===== config.mk =====
export PLATFORM = sky130hd
export DESIGN_NAME = imem_loader_flat
export DESIGN_NICKNAME = d
export VERILOG_FILES = /design/src/rtl/imem_loader_pkg.sv /design/src/rtl/imem_loader_if.sv /design/src/rtl/imem_byte_packer.sv /design/src/rtl/imem_loader.sv /design/src/flat_wrapper.sv
export SDC_FILE = /design/constraint.sdc
export NUM_CORES = 1
export LEC_CHECK = 0
export ABC_AREA = 1
export CAP_MARGIN = 20
export CORE_ASPECT_RATIO = 1.1
export CORE_MARGIN = 2
export CORE_UTILIZATION = 49
export CTS_CLUSTER_DIAMETER = 200
export DETAILED_ROUTE_END_ITERATION = 10
export PLACE_DENSITY = 0.87
export SETUP_SLACK_MARGIN = 0.5
export SYNTH_ARGS = -nofsm -noshare
export SYNTH_HDL_FRONTEND = slang
export SYNTH_HIERARCHICAL = 1
export SYNTH_SLANG_ARGS = --single-unit

===== constraint.sdc =====
create_clock -name clk_i -period 1.8 [get_ports clk_i]
set_input_delay 0.36 -clock clk_i [delete_from_list [all_inputs] [get_ports clk_i]]
set_output_delay 0.36 -clock clk_i [all_outputs]
set_load 0.005 [all_outputs]

===== src/rtl/imem_loader_pkg.sv =====
// Shared types and constants for the boot-time instruction-memory loader.
package imem_loader_pkg;

  typedef enum logic [2:0] {
    ST_IDLE,
    ST_LOAD,
    ST_FLUSH,
    ST_DONE,
    ST_ERR
  } state_e;

  localparam int BYTES_PER_WORD = 4;
  localparam int LANE_W         = $clog2(BYTES_PER_WORD);

  // Little-endian lane merge: byte for lane k lands in bits [8k+7:8k].
  function automatic logic [31:0] lane_merge(input logic [31:0]       acc,
                                             input logic [7:0]        data,
                                             input logic [LANE_W-1:0] lane);
    return acc | ({24'd0, data} << {lane, 3'b000});
  endfunction

endpackage


===== src/rtl/imem_loader_if.sv =====
// Byte-stream input and instruction-memory write bus of the loader.
interface imem_loader_if #(
  parameter int ADDR_W = 8,
  parameter int DATA_W = 32
);
  logic              in_valid;
  logic [7:0]        in_data;
  logic              in_last;
  logic              in_ready;
  logic              im_we;
  logic [ADDR_W-1:0] im_addr;
  logic [DATA_W-1:0] im_wdata;

  modport master (
    output in_valid, in_data, in_last,
    input  in_ready, im_we, im_addr, im_wdata
  );

  modport slave (
    input  in_valid, in_data, in_last,
    output in_ready, im_we, im_addr, im_wdata
  );
endinterface


===== src/rtl/imem_byte_packer.sv =====
// Packs accepted bytes little-endian into 32-bit words; emits a one-cycle word strobe.
module imem_byte_packer
  import imem_loader_pkg::*;
(
  input  logic        clk_i,
  input  logic        rstn_i,
  input  logic        clear_i,
  input  logic        accept_i,
  input  logic [7:0]  data_i,
  input  logic        last_i,
  output logic        word_take_o,
  output logic        word_valid_o,
  output logic [31:0] word_o
);

  logic [LANE_W-1:0] lane_q;
  logic [31:0]       acc_q;
  logic [31:0]       word_q;
  logic              word_valid_q;
  logic [31:0]       merged_d;

  // Lanes above the current one are always zero in acc_q, so a short last word is zero-padded.
  assign merged_d     = lane_merge(acc_q, data_i, lane_q);
  assign word_take_o  = accept_i & ((lane_q == LANE_W'(BYTES_PER_WORD - 1)) | last_i);
  assign word_valid_o = word_valid_q;
  assign word_o       = word_q;

  always_ff @(posedge clk_i) begin
    if (!rstn_i) begin
      lane_q       <= '0;
      acc_q        <= '0;
      word_q       <= '0;
      word_valid_q <= 1'b0;
    end else begin
      word_valid_q <= 1'b0;
      if (clear_i) begin
        lane_q <= '0;
        acc_q  <= '0;
      end else if (word_take_o) begin
        word_q       <= merged_d;
        word_valid_q <= 1'b1;
        lane_q       <= '0;
        acc_q        <= '0;
      end else if (accept_i) begin
        acc_q  <= merged_d;
        lane_q <= lane_q + LANE_W'(1);
      end
    end
  end

endmodule


===== src/rtl/imem_loader.sv =====
// Boot loader: streams an image into instruction memory and holds the CPU in reset until done.
module imem_loader
  import imem_loader_pkg::*;
#(
  parameter int ADDR_W = 8,
  parameter int DATA_W = 32
) (
  input  logic              clk_i,
  input  logic              rstn_i,
  input  logic              start_i,
  imem_loader_if.slave      bus_if,
  output logic              cpu_rstn_o,
  output logic              busy_o,
  output logic              done_o,
  output logic              err_o,
  output logic [ADDR_W:0]   word_count_o
);

  state_e            state_q;
  logic              in_ready_q;
  logic [ADDR_W-1:0] im_addr_q;
  logic              cpu_rstn_q;
  logic              busy_q;
  logic              done_q;
  logic              err_q;
  logic [ADDR_W:0]   word_count_q;

  logic              accept;
  logic              full;
  logic              start_ok;
  logic              word_take;
  logic              word_valid;
  logic [DATA_W-1:0] word_w;

  assign accept   = in_ready_q & bus_if.in_valid;
  assign full     = (word_count_q == {1'b1, {ADDR_W{1'b0}}});
  assign start_ok = start_i & ((state_q == ST_IDLE) | (state_q == ST_DONE) | (state_q == ST_ERR));

  // A byte arriving when memory is already full is dropped, so it never reaches the packer.
  imem_byte_packer u_packer (
    .clk_i        (clk_i),
    .rstn_i       (rstn_i),
    .clear_i      (start_ok),
    .accept_i     (accept & ~full),
    .data_i       (bus_if.in_data),
    .last_i       (bus_if.in_last),
    .word_take_o  (word_take),
    .word_valid_o (word_valid),
    .word_o       (word_w)
  );

  assign bus_if.in_ready = in_ready_q;
  assign bus_if.im_we    = word_valid;
  assign bus_if.im_addr  = im_addr_q;
  assign bus_if.im_wdata = word_w;
  assign cpu_rstn_o      = cpu_rstn_q;
  assign busy_o          = busy_q;
  assign done_o          = done_q;
  assign err_o           = err_q;
  assign word_count_o    = word_count_q;

  always_ff @(posedge clk_i) begin
    if (!rstn_i) begin
      state_q      <= ST_IDLE;
      in_ready_q   <= 1'b0;
      im_addr_q    <= '0;
      cpu_rstn_q   <= 1'b0;
      busy_q       <= 1'b0;
      done_q       <= 1'b0;
      err_q        <= 1'b0;
      word_count_q <= '0;
    end else begin
      case (state_q)
        ST_IDLE, ST_DONE, ST_ERR: begin
          if (start_i) begin
            state_q      <= ST_LOAD;
            in_ready_q   <= 1'b1;
            busy_q       <= 1'b1;
            cpu_rstn_q   <= 1'b0;
            done_q       <= 1'b0;
            err_q        <= 1'b0;
            word_count_q <= '0;
            im_addr_q    <= '0;
          end
        end
        ST_LOAD: begin
          if (accept) begin
            if (full) begin
              state_q    <= ST_ERR;
              in_ready_q <= 1'b0;
              busy_q     <= 1'b0;
              err_q      <= 1'b1;
            end else begin
              // Address and count move with the handshake so they line up with the write pulse.
              if (word_take) begin
                im_addr_q    <= word_count_q[ADDR_W-1:0];
                word_count_q <= word_count_q + (ADDR_W+1)'(1);
              end
              if (bus_if.in_last) begin
                state_q    <= ST_FLUSH;
                in_ready_q <= 1'b0;
              end
            end
          end
        end
        ST_FLUSH: begin
          state_q    <= ST_DONE;
          busy_q     <= 1'b0;
          cpu_rstn_q <= 1'b1;
          done_q     <= 1'b1;
        end
        default: state_q <= ST_IDLE;
      endcase
    end
  end

endmodule


===== src/flat_wrapper.sv =====
// flat-port wrapper written by rule: the top's interface ports become plain ports
module imem_loader_flat import imem_loader_pkg::*;
#(
  parameter int ADDR_W = 8,
  parameter int DATA_W = 32
)
  (clk_i, rstn_i, start_i, cpu_rstn_o, busy_o, done_o, err_o, word_count_o, bus_if_in_valid, bus_if_in_data, bus_if_in_last, bus_if_in_ready, bus_if_im_we, bus_if_im_addr, bus_if_im_wdata);
  imem_loader_if #(.ADDR_W(ADDR_W), .DATA_W(DATA_W)) bus_if_i ();
  input  logic clk_i;
  input  logic rstn_i;
  input  logic start_i;
  output logic cpu_rstn_o;
  output logic busy_o;
  output logic done_o;
  output logic err_o;
  output logic [ADDR_W:0] word_count_o;
  input wire logic [$bits(bus_if_i.in_valid)-1:0] bus_if_in_valid;
  input wire logic [$bits(bus_if_i.in_data)-1:0] bus_if_in_data;
  input wire logic [$bits(bus_if_i.in_last)-1:0] bus_if_in_last;
  output wire logic [$bits(bus_if_i.in_ready)-1:0] bus_if_in_ready;
  output wire logic [$bits(bus_if_i.im_we)-1:0] bus_if_im_we;
  output wire logic [$bits(bus_if_i.im_addr)-1:0] bus_if_im_addr;
  output wire logic [$bits(bus_if_i.im_wdata)-1:0] bus_if_im_wdata;
  assign bus_if_i.in_valid = bus_if_in_valid;
  assign bus_if_i.in_data = bus_if_in_data;
  assign bus_if_i.in_last = bus_if_in_last;
  assign bus_if_in_ready = bus_if_i.in_ready;
  assign bus_if_im_we = bus_if_i.im_we;
  assign bus_if_im_addr = bus_if_i.im_addr;
  assign bus_if_im_wdata = bus_if_i.im_wdata;
  imem_loader #(.ADDR_W(ADDR_W), .DATA_W(DATA_W)) u_core (.clk_i(clk_i), .rstn_i(rstn_i), .start_i(start_i), .bus_if(bus_if_i), .cpu_rstn_o(cpu_rstn_o), .busy_o(busy_o), .done_o(done_o), .err_o(err_o), .word_count_o(word_count_o));
endmodule

==> reports/qor.yml, run 1 <==
logic_synthesis:
  ys_warn_count: 6
  synth_cell_types: 30
  synth_area_per_cell_um2: 6.77
  ys_ff_latch: 91
  seq_area_frac_synth_pct: 41.6
  synth_nets: 663
  yosys.area.top_type: "dfxtp_1"
  synth_top_area_share_pct: 41.6
  synth_area_leaders: "dfxtp_1, nand2_1, nor2_1"
  syn_area_um2: 4380
  synthCells: 647
die:
  coreArea_um2: 8780
  floorplan.initialDensity_pct: 49.9
  fp.dieH_um: 103
  io_pins: 68
  num_rows: 36
  fp.dieW_um: 94.2
  die_area_um2: 9710
timing:
  setup_tns_ns: -1.89
  fmaxAchievable_mhz: 519
  tightestPinTransition_ns: 0.489
  fin_crit_sh_pct: 107
  finalSetupViolations: 51
  slew_headroom_pct: 67.4
  post-route-min-period_ns: 1.93
  finClkSkew_ns: 0.0149
  layout_setup_ws_ns: -0.126
  rsz0062_at_grt: "true"
  finalHoldViolations: 0
  slew_violations: 0
drt:
  drt_wl_total_um: 19100
  num_vias: 5443
  ant_nets: 0
  drt_iter0_markers: 599
  vias_per_cell: 6.00
  first_pass_iters: 9
  wire_per_inst_um: 21.1
  post-route-drc-count: 0
global_routing:
  grt_max_degree: 37
  grt_pass1_vias: 4635
  grt_usage_pct: 27.1
  grt_overflow: 0
  antenna_found_initial: 0
  grt_pass1_wl_um: 20900
cells_and_area:
  antenna_cells: 0
  nets: 804
  fin_cells: 907
  final_area_um2: 7140
  area_growth_pct: 63.0
  drive_gt1_share_pct: 45.9
flow_run:
  cap_violations: 0
clock_tree:
  clk_pin_slew_ns: 0.10
  clk_latency_ns: 0.37
  numCtsBuffers: 9
  clock-sinks: 91
  cts_tree: "built"
  clockBufferDepth: 2
  root_buffer: "clkbuf_8"
  cts-htree-levels: 3
power:
  ir_drop_v: 0.000748
  power_density_nw_per_um2: 1240
  finalPower_mw: 8.88
  p_leak_nw: 3.38
critical_path:
  critical_path_peak_fanout: 3
  cp_slowest_cell: "dfxtp_2"
  crit_type: "reg2reg"
  critical_path_buf_inv_count: 6
  slowest_delay_ns: 0.35
  cp-start-kind: "register"
  path_delay_family: "simple AND/OR/NAND/NOR gates"
  worstPathRequired_ns: 2.08
  critPathCaptureType: "register"
  r2r_setup_slack_ns: -0.13
  worstPathArrival_ns: 2.21
  crit_chain: "inv_2, ha_4, nand2_4, inv_4, nand2_4, nor2_4, nor2_4, nand2_2, inv_2, inv_2, nand2_2, nand2_4, inv_4, nand3_1, nand2_1, inv_1, nor2_1"
outcome:
  status: "finished with violations"
  violations: "negative setup slack"
placed_design:
  dpl.hpwl_um: 7200
  placed_cells: 830
  routabilityCongestion: 0.900
  portBuffers: 67
  placed_cell_area_um2: 5300
worst_hold_path:
  worstHoldPathType: "reg2reg"
logic make-up (layout without fill, tap and decap cells):
group / after synthesis / in the layout / share of synthesized area, %
xor gates and xnor gates: 1 / 1 / 0.200
DFF: 91 / 91 / 41.6
and+or+nand+nor: 365 / 368 / 34.5
AOI/OAI and AO/OA: 72 / 72 / 10.7
adders and majority gates: 3 / 3 / 0.857
buffers and inverters: 115 / 258 / 12.1
timing repair:
item / in CTS / in global routing
hold buffers: 0 / 0
gates resized for setup: 178 / 244
gates cloned: 7 / 8
pin swaps: 28 / 62
setup endpoints to repair: 146 / 131
buffers inserted: 19 / 27
power breakdown:
group / switching, mW / leakage (nW) / internal [mW] / total, mW
Combinational: 2.81 / 2.52 / 2.26 / 5.07
Clock: 0.842 / 0.0966 / 0.609 / 1.45
Sequential: 0.149 / 0.760 / 2.22 / 2.36
Total: 3.80 / 3.38 / 5.08 / 8.88
cell type report:
cell class              instances  area, um^2
clock buffers                  10         149
clock inverters                 6        52.6
fillers                       454        1650
inverters                      87         349
multi-input cells             444        2810
flip-flops and latches         91        1890
well taps                     114         143
repair buffers                155        1750
metrics by stage:
stage	util (%)	setup slack [ns]	hold slack, ns
after floorplan	-	0.00624	0.431
after global placement	60.4	-0.196	0.442
after detailed placement	60.4	-0.258	0.451
after CTS	69.3	0.0350	0.475
after global routing	81.3	-0.187	0.506
final	81.3	-0.126	0.483
worst reg2reg max path, stage by stage, from the launching register on:
cell	delay [ns]
dfxtp_2	0.35
inv_2	0.05
ha_4	0.17
nand2_4	0.08
inv_4	0.04
nand2_4	0.05
nor2_4	0.05
nor2_4	0.15
nand2_2	0.08
inv_2	0.06
inv_2	0.03
nand2_2	0.08
nand2_4	0.10
inv_4	0.11
nand3_1	0.11
nand2_1	0.10
inv_1	0.05
nor2_1	0.17
registers in the layout, indices dropped and copies added (netlist names):
signal,count
u_core/err_o,1
u_core/bus_if.in_ready,1
u_core/u_packer/lane_q,2
u_core/u_packer/word_o,32
u_core/u_packer/acc_q,32
u_core/word_count_o,9
u_core/busy_o,1
u_core/u_packer/word_valid_o,1
u_core/state_q,3
u_core/done_o,1
u_core/bus_if.im_addr,8
worst paths after layout:
path,start,to,cells after the start
max,u_core/word_count_o[1]$_SDFFE_PN0P_,u_core/word_count_o[5]$_SDFFE_PN0P_,17
min,u_core/u_packer/acc_q[10]$_SDFFE_PP0P_,u_core/u_packer/acc_q[10]$_SDFFE_PP0P_,2
max reg2reg,u_core/word_count_o[1]$_SDFFE_PN0P_,u_core/word_count_o[5]$_SDFFE_PN0P_,17
min reg2reg,u_core/u_packer/acc_q[10]$_SDFFE_PP0P_,u_core/u_packer/acc_q[10]$_SDFFE_PP0P_,2
Yosys cell counts:
| cell | count |
|---|---|
| nand3_2 | 2 |
| inv_2 | 7 |
| o21ai_0 | 3 |
| dfxtp_1 | 91 |
| a21oi_1 | 30 |
| buf_8 | 1 |
| nand2_1 | 169 |
| o21a_1 | 8 |
| clkinv_1 | 1 |
| nor2_4 | 4 |
| nor2_1 | 149 |
| o21bai_1 | 16 |
| nand3b_1 | 2 |
| nand3_1 | 27 |
| nand4_1 | 1 |
| nand2_4 | 3 |
| a21oi_2 | 10 |
| buf_4 | 8 |
| nand2_2 | 4 |
| nor3b_1 | 1 |
| buf_6 | 6 |
| inv_1 | 79 |
| clkbuf_1 | 4 |
| o211ai_1 | 5 |
| nor3_1 | 1 |
| buf_2 | 9 |
| nor2_8 | 1 |
| nor2_2 | 1 |
| ha_1 | 3 |
| xor2_1 | 1 |
per-layer routing:
layer  share of wire [%]  up-vias  global-route usage, %  wire [um]
li1                    -     2261                      -          -
met1                  32     2491                   28.5       6030
met2                  48      498                   50.1       9200
met3                  10      193                   5.63       1930
met4                  10        0                   15.6       1950
met5                   0        -                      0          0
cell usage in the layout (no fill, tap or decap), types with 6 or more instances in the layout:
| master | count |
|---|---|
| dfxtp_2 | 42 |
| inv_1 | 70 |
| nor2_2 | 34 |
| clkdlybuf4s15_1 | 16 |
| buf_4 | 40 |
| nand2_2 | 50 |
| inv_2 | 9 |
| o21bai_1 | 16 |
| nor2_4 | 23 |
| nand3_1 | 20 |
| a21oi_2 | 28 |
| buf_6 | 38 |
| nor2_1 | 97 |
| dfxtp_1 | 44 |
| nand3_4 | 6 |
| clkbuf_16 | 8 |
| a21oi_1 | 11 |
| nand2_4 | 24 |
| clkbuf_2 | 8 |
| dlymetal6s2s_1 | 20 |
| buf_12 | 9 |
| o21a_1 | 8 |
| clkdlybuf4s50_1 | 11 |
| clkbuf_8 | 9 |
| nand2_1 | 100 |
No activity file was read; power rests on OpenSTA's default activity.
==> inputs of run 2 (changes only) <==
--- a/config.mk
+++ b/config.mk
@@ -7,12 +7,14 @@
 export LEC_CHECK = 0
 export ABC_AREA = 1
 export CAP_MARGIN = 20
+export CELL_PAD_IN_SITES_DETAIL_PLACEMENT = 1
+export CELL_PAD_IN_SITES_GLOBAL_PLACEMENT = 1
 export CORE_ASPECT_RATIO = 1.1
 export CORE_MARGIN = 2
-export CORE_UTILIZATION = 49
+export CORE_UTILIZATION = 34
 export CTS_CLUSTER_DIAMETER = 200
 export DETAILED_ROUTE_END_ITERATION = 10
-export PLACE_DENSITY = 0.87
+export PLACE_DENSITY = 0.85
 export SETUP_SLACK_MARGIN = 0.5
 export SYNTH_ARGS = -nofsm -noshare
 export SYNTH_HDL_FRONTEND = slang
==> reports/qor.yml, run 2 (synthesized netlist as in run 1, its figures left out) <==
critical_path:
  crit_chain: "inv_4, ha_4, nand2_4, inv_2, nand2_2, nor2_4, nor2_4, buf_6, buf_6, nand3_4, clkbuf_16, nor2_1, nor2_1"
  worstPathArrival_ns: 2.14  # -0.07 ns
  critical_path_peak_fanout: 6  # +3
  r2r_setup_slack_ns: -0.08  # +0.05 ns
  worstPathRequired_ns: 2.06  # -0.02 ns
  cp-start-kind: "register"
  critPathCaptureType: "register"
  cp_slowest_cell: "dfxtp_4"
  crit_type: "reg2reg"
  slowest_delay_ns: 0.36  # about the same
global_routing:
  grt_pass1_vias: 4887  # +5.4%
  grt_usage_pct: 22.1  # -5.0 points
  grt_max_degree: 26  # -30%
  grt_pass1_wl_um: 24200  # +16%
  grt_overflow: 0  # unchanged
  antenna_found_initial: 0  # unchanged
timing:
  finalSetupViolations: 37  # -27%
  tightestPinTransition_ns: 0.461  # -0.0279 ns
  finClkSkew_ns: 0.0132  # -0.00166 ns
  slew_headroom_pct: 69.2  # +1.9 points
  fin_hold_ws_ns: 0.462  # -0.0214 ns
  rsz0062_at_grt: "true"
  slew_violations: 0  # unchanged
  fin_crit_sh_pct: 104  # -2.6 points
  layout_setup_ws_ns: -0.0789  # +0.0471 ns
  fmaxAchievable_mhz: 532  # +2.5%
  post-route-min-period_ns: 1.88  # -0.0471 ns
  finalHoldViolations: 0  # unchanged
clock_tree:
  root_buffer: "clkbuf_16"
  ctsHoldBuffers: 0  # unchanged
  clk_pin_slew_ns: 0.07  # -0.03 ns
  clockBufferDepth: 2  # unchanged
  cts_tree: "built"
  clock-sinks: 91  # unchanged
  clk_latency_ns: 0.37  # about the same
  numCtsBuffers: 9  # unchanged
  cts-htree-levels: 3  # unchanged
die:
  fp.dieH_um: 123  # +19%
  fp.dieW_um: 112  # +19%
  num_rows: 43  # +19%
  floorplan.initialDensity_pct: 34.8  # -15 points
  die_area_um2: 13800  # +42%
  io_pins: 68  # unchanged
  coreArea_um2: 12600  # +43%
outcome:
  status: "finished with violations"
  violations: "negative setup slack"
drt:
  post-route-drc-count: 0  # unchanged
  ant_nets: 0  # unchanged
  first_pass_iters: 5  # -4
  drt_iter0_markers: 307  # -49%
  vias_per_cell: 5.33  # -11%
  wire_per_inst_um: 21.8  # +3.3%
  num_vias: 5083  # -6.6%
  drt_wl_total_um: 20800  # +8.6%
cells_and_area:
  antenna_cells: 0  # unchanged
  final_cell_mix: "nor2_1, nand2_1, inv_1"
  fin_cells: 954  # +5.2%
  mostFrequentLayoutCell: "nor2_1"
  area_growth_pct: 68.8
  nets: 808  # +0.50%
  drive_gt1_share_pct: 40.0  # -5.9 points
placed_design:
  placed_cells: 878  # +5.8%
  portBuffers: 67  # unchanged
  routabilityCongestion: 0.836  # -7.2%
  dpl.hpwl_um: 8740  # +21%
flow_run:
  cap_violations: 0  # unchanged
power:
  ir_drop_v: 0.000604  # -19%
  power_density_nw_per_um2: 1260  # +0.85%
  p_leak_nw: 3.86  # +14%
worst_hold_path:
  worstHoldPathType: "reg2reg"
==> run 2: cell types whose count changed in the layout (fill, tap and decap cells not counted), moves of 11 or more <==
| cell | previous run | this run |
|---|---|---|
| dfxtp_1 | 44 | 69 |
| nor2_2 | 34 | 21 |
| clkdlybuf4s15_1 | 16 | 1 |
| dfxtp_2 | 42 | 19 |
| nor2_1 | 97 | 114 |
| dlymetal6s2s_1 | 20 | 41 |
| nand2_2 | 50 | 39 |
==> run 2: layout make-up <==
cell class	instances	area [um^2]
clock inverters	5	37.5
multi-input cells	445	2840
flip-flops and latches	91	1860
inverters	87	354
repair inverters	1	16.3
fillers	1468	5200
clock buffers	11	243
well taps	157	196
repair buffers	157	1850
==> run 2: critical path, delay by kind of cell (launching register included) <==
| family | cells | cell delay, ns |
|---|---|---|
| AND/OR/NAND/NOR | 7 | 0.68 |
| buffers and inverters | 5 | 0.57 |
| flip-flops | 1 | 0.36 |
| adder cells (fa/ha/maj) | 1 | 0.17 |
==> run 2: per-layer routing <==
metal  part of all wire (%)  global-route usage (%)  vias to the layer above
met5                      0                       0                        -
met4                    5.7                    9.76                        0
met3                    5.5                    5.25                       93
met2                     53                    40.9                      242
met1                     36                    24.1                     2479
li1                       -                       -                     2269
==> run 2: what timing repair did <==
action | CTS | global route
buffers inserted | 15 | 28
endpoints found under the setup margin | 146 | 144
pin swaps | 28 | 67
resized for setup | 144 | 222
cloned | 7 | 10
==> run 2: worst paths after layout <==
kind	startpoint	end	depth (start not counted)
setup / recovery	u_core/word_count_o[0]$_SDFFE_PN0P_	u_core/u_packer/word_o[30]$_SDFFE_PN0P_	13
hold / removal	u_core/err_o$_SDFFE_PN0P_	u_core/err_o$_SDFFE_PN0P_	2
setup reg to reg	u_core/word_count_o[0]$_SDFFE_PN0P_	u_core/u_packer/word_o[30]$_SDFFE_PN0P_	13
hold reg to reg	u_core/err_o$_SDFFE_PN0P_	u_core/err_o$_SDFFE_PN0P_	2
==> run 2: power breakdown <==
group | internal, mW | switching, mW
clock | 0.980 | 0.904
combinational | 2.20 | 2.84
sequential | 2.21 | 0.148
==> run 2: metrics by stage <==
step / worst slack (ns) / cell area, um^2 / utilization [%] / setup TNS (ns) / total power [mW]
after floorplan: 0.00624 / 4430 / - / 0 / 4.08
after global placement: -0.187 / 5410 / 42.9 / -11.22 / 4.85
after detailed placement: -0.264 / 5410 / 42.9 / -15.88 / 4.97
after CTS: 0.0570 / 6260 / 49.7 / 0 / 7.70
after global routing: -0.169 / 7390 / 58.7 / -4.84 / 9.63
final: -0.0789 / 7390 / 58.7 / -1.13 / 9.28
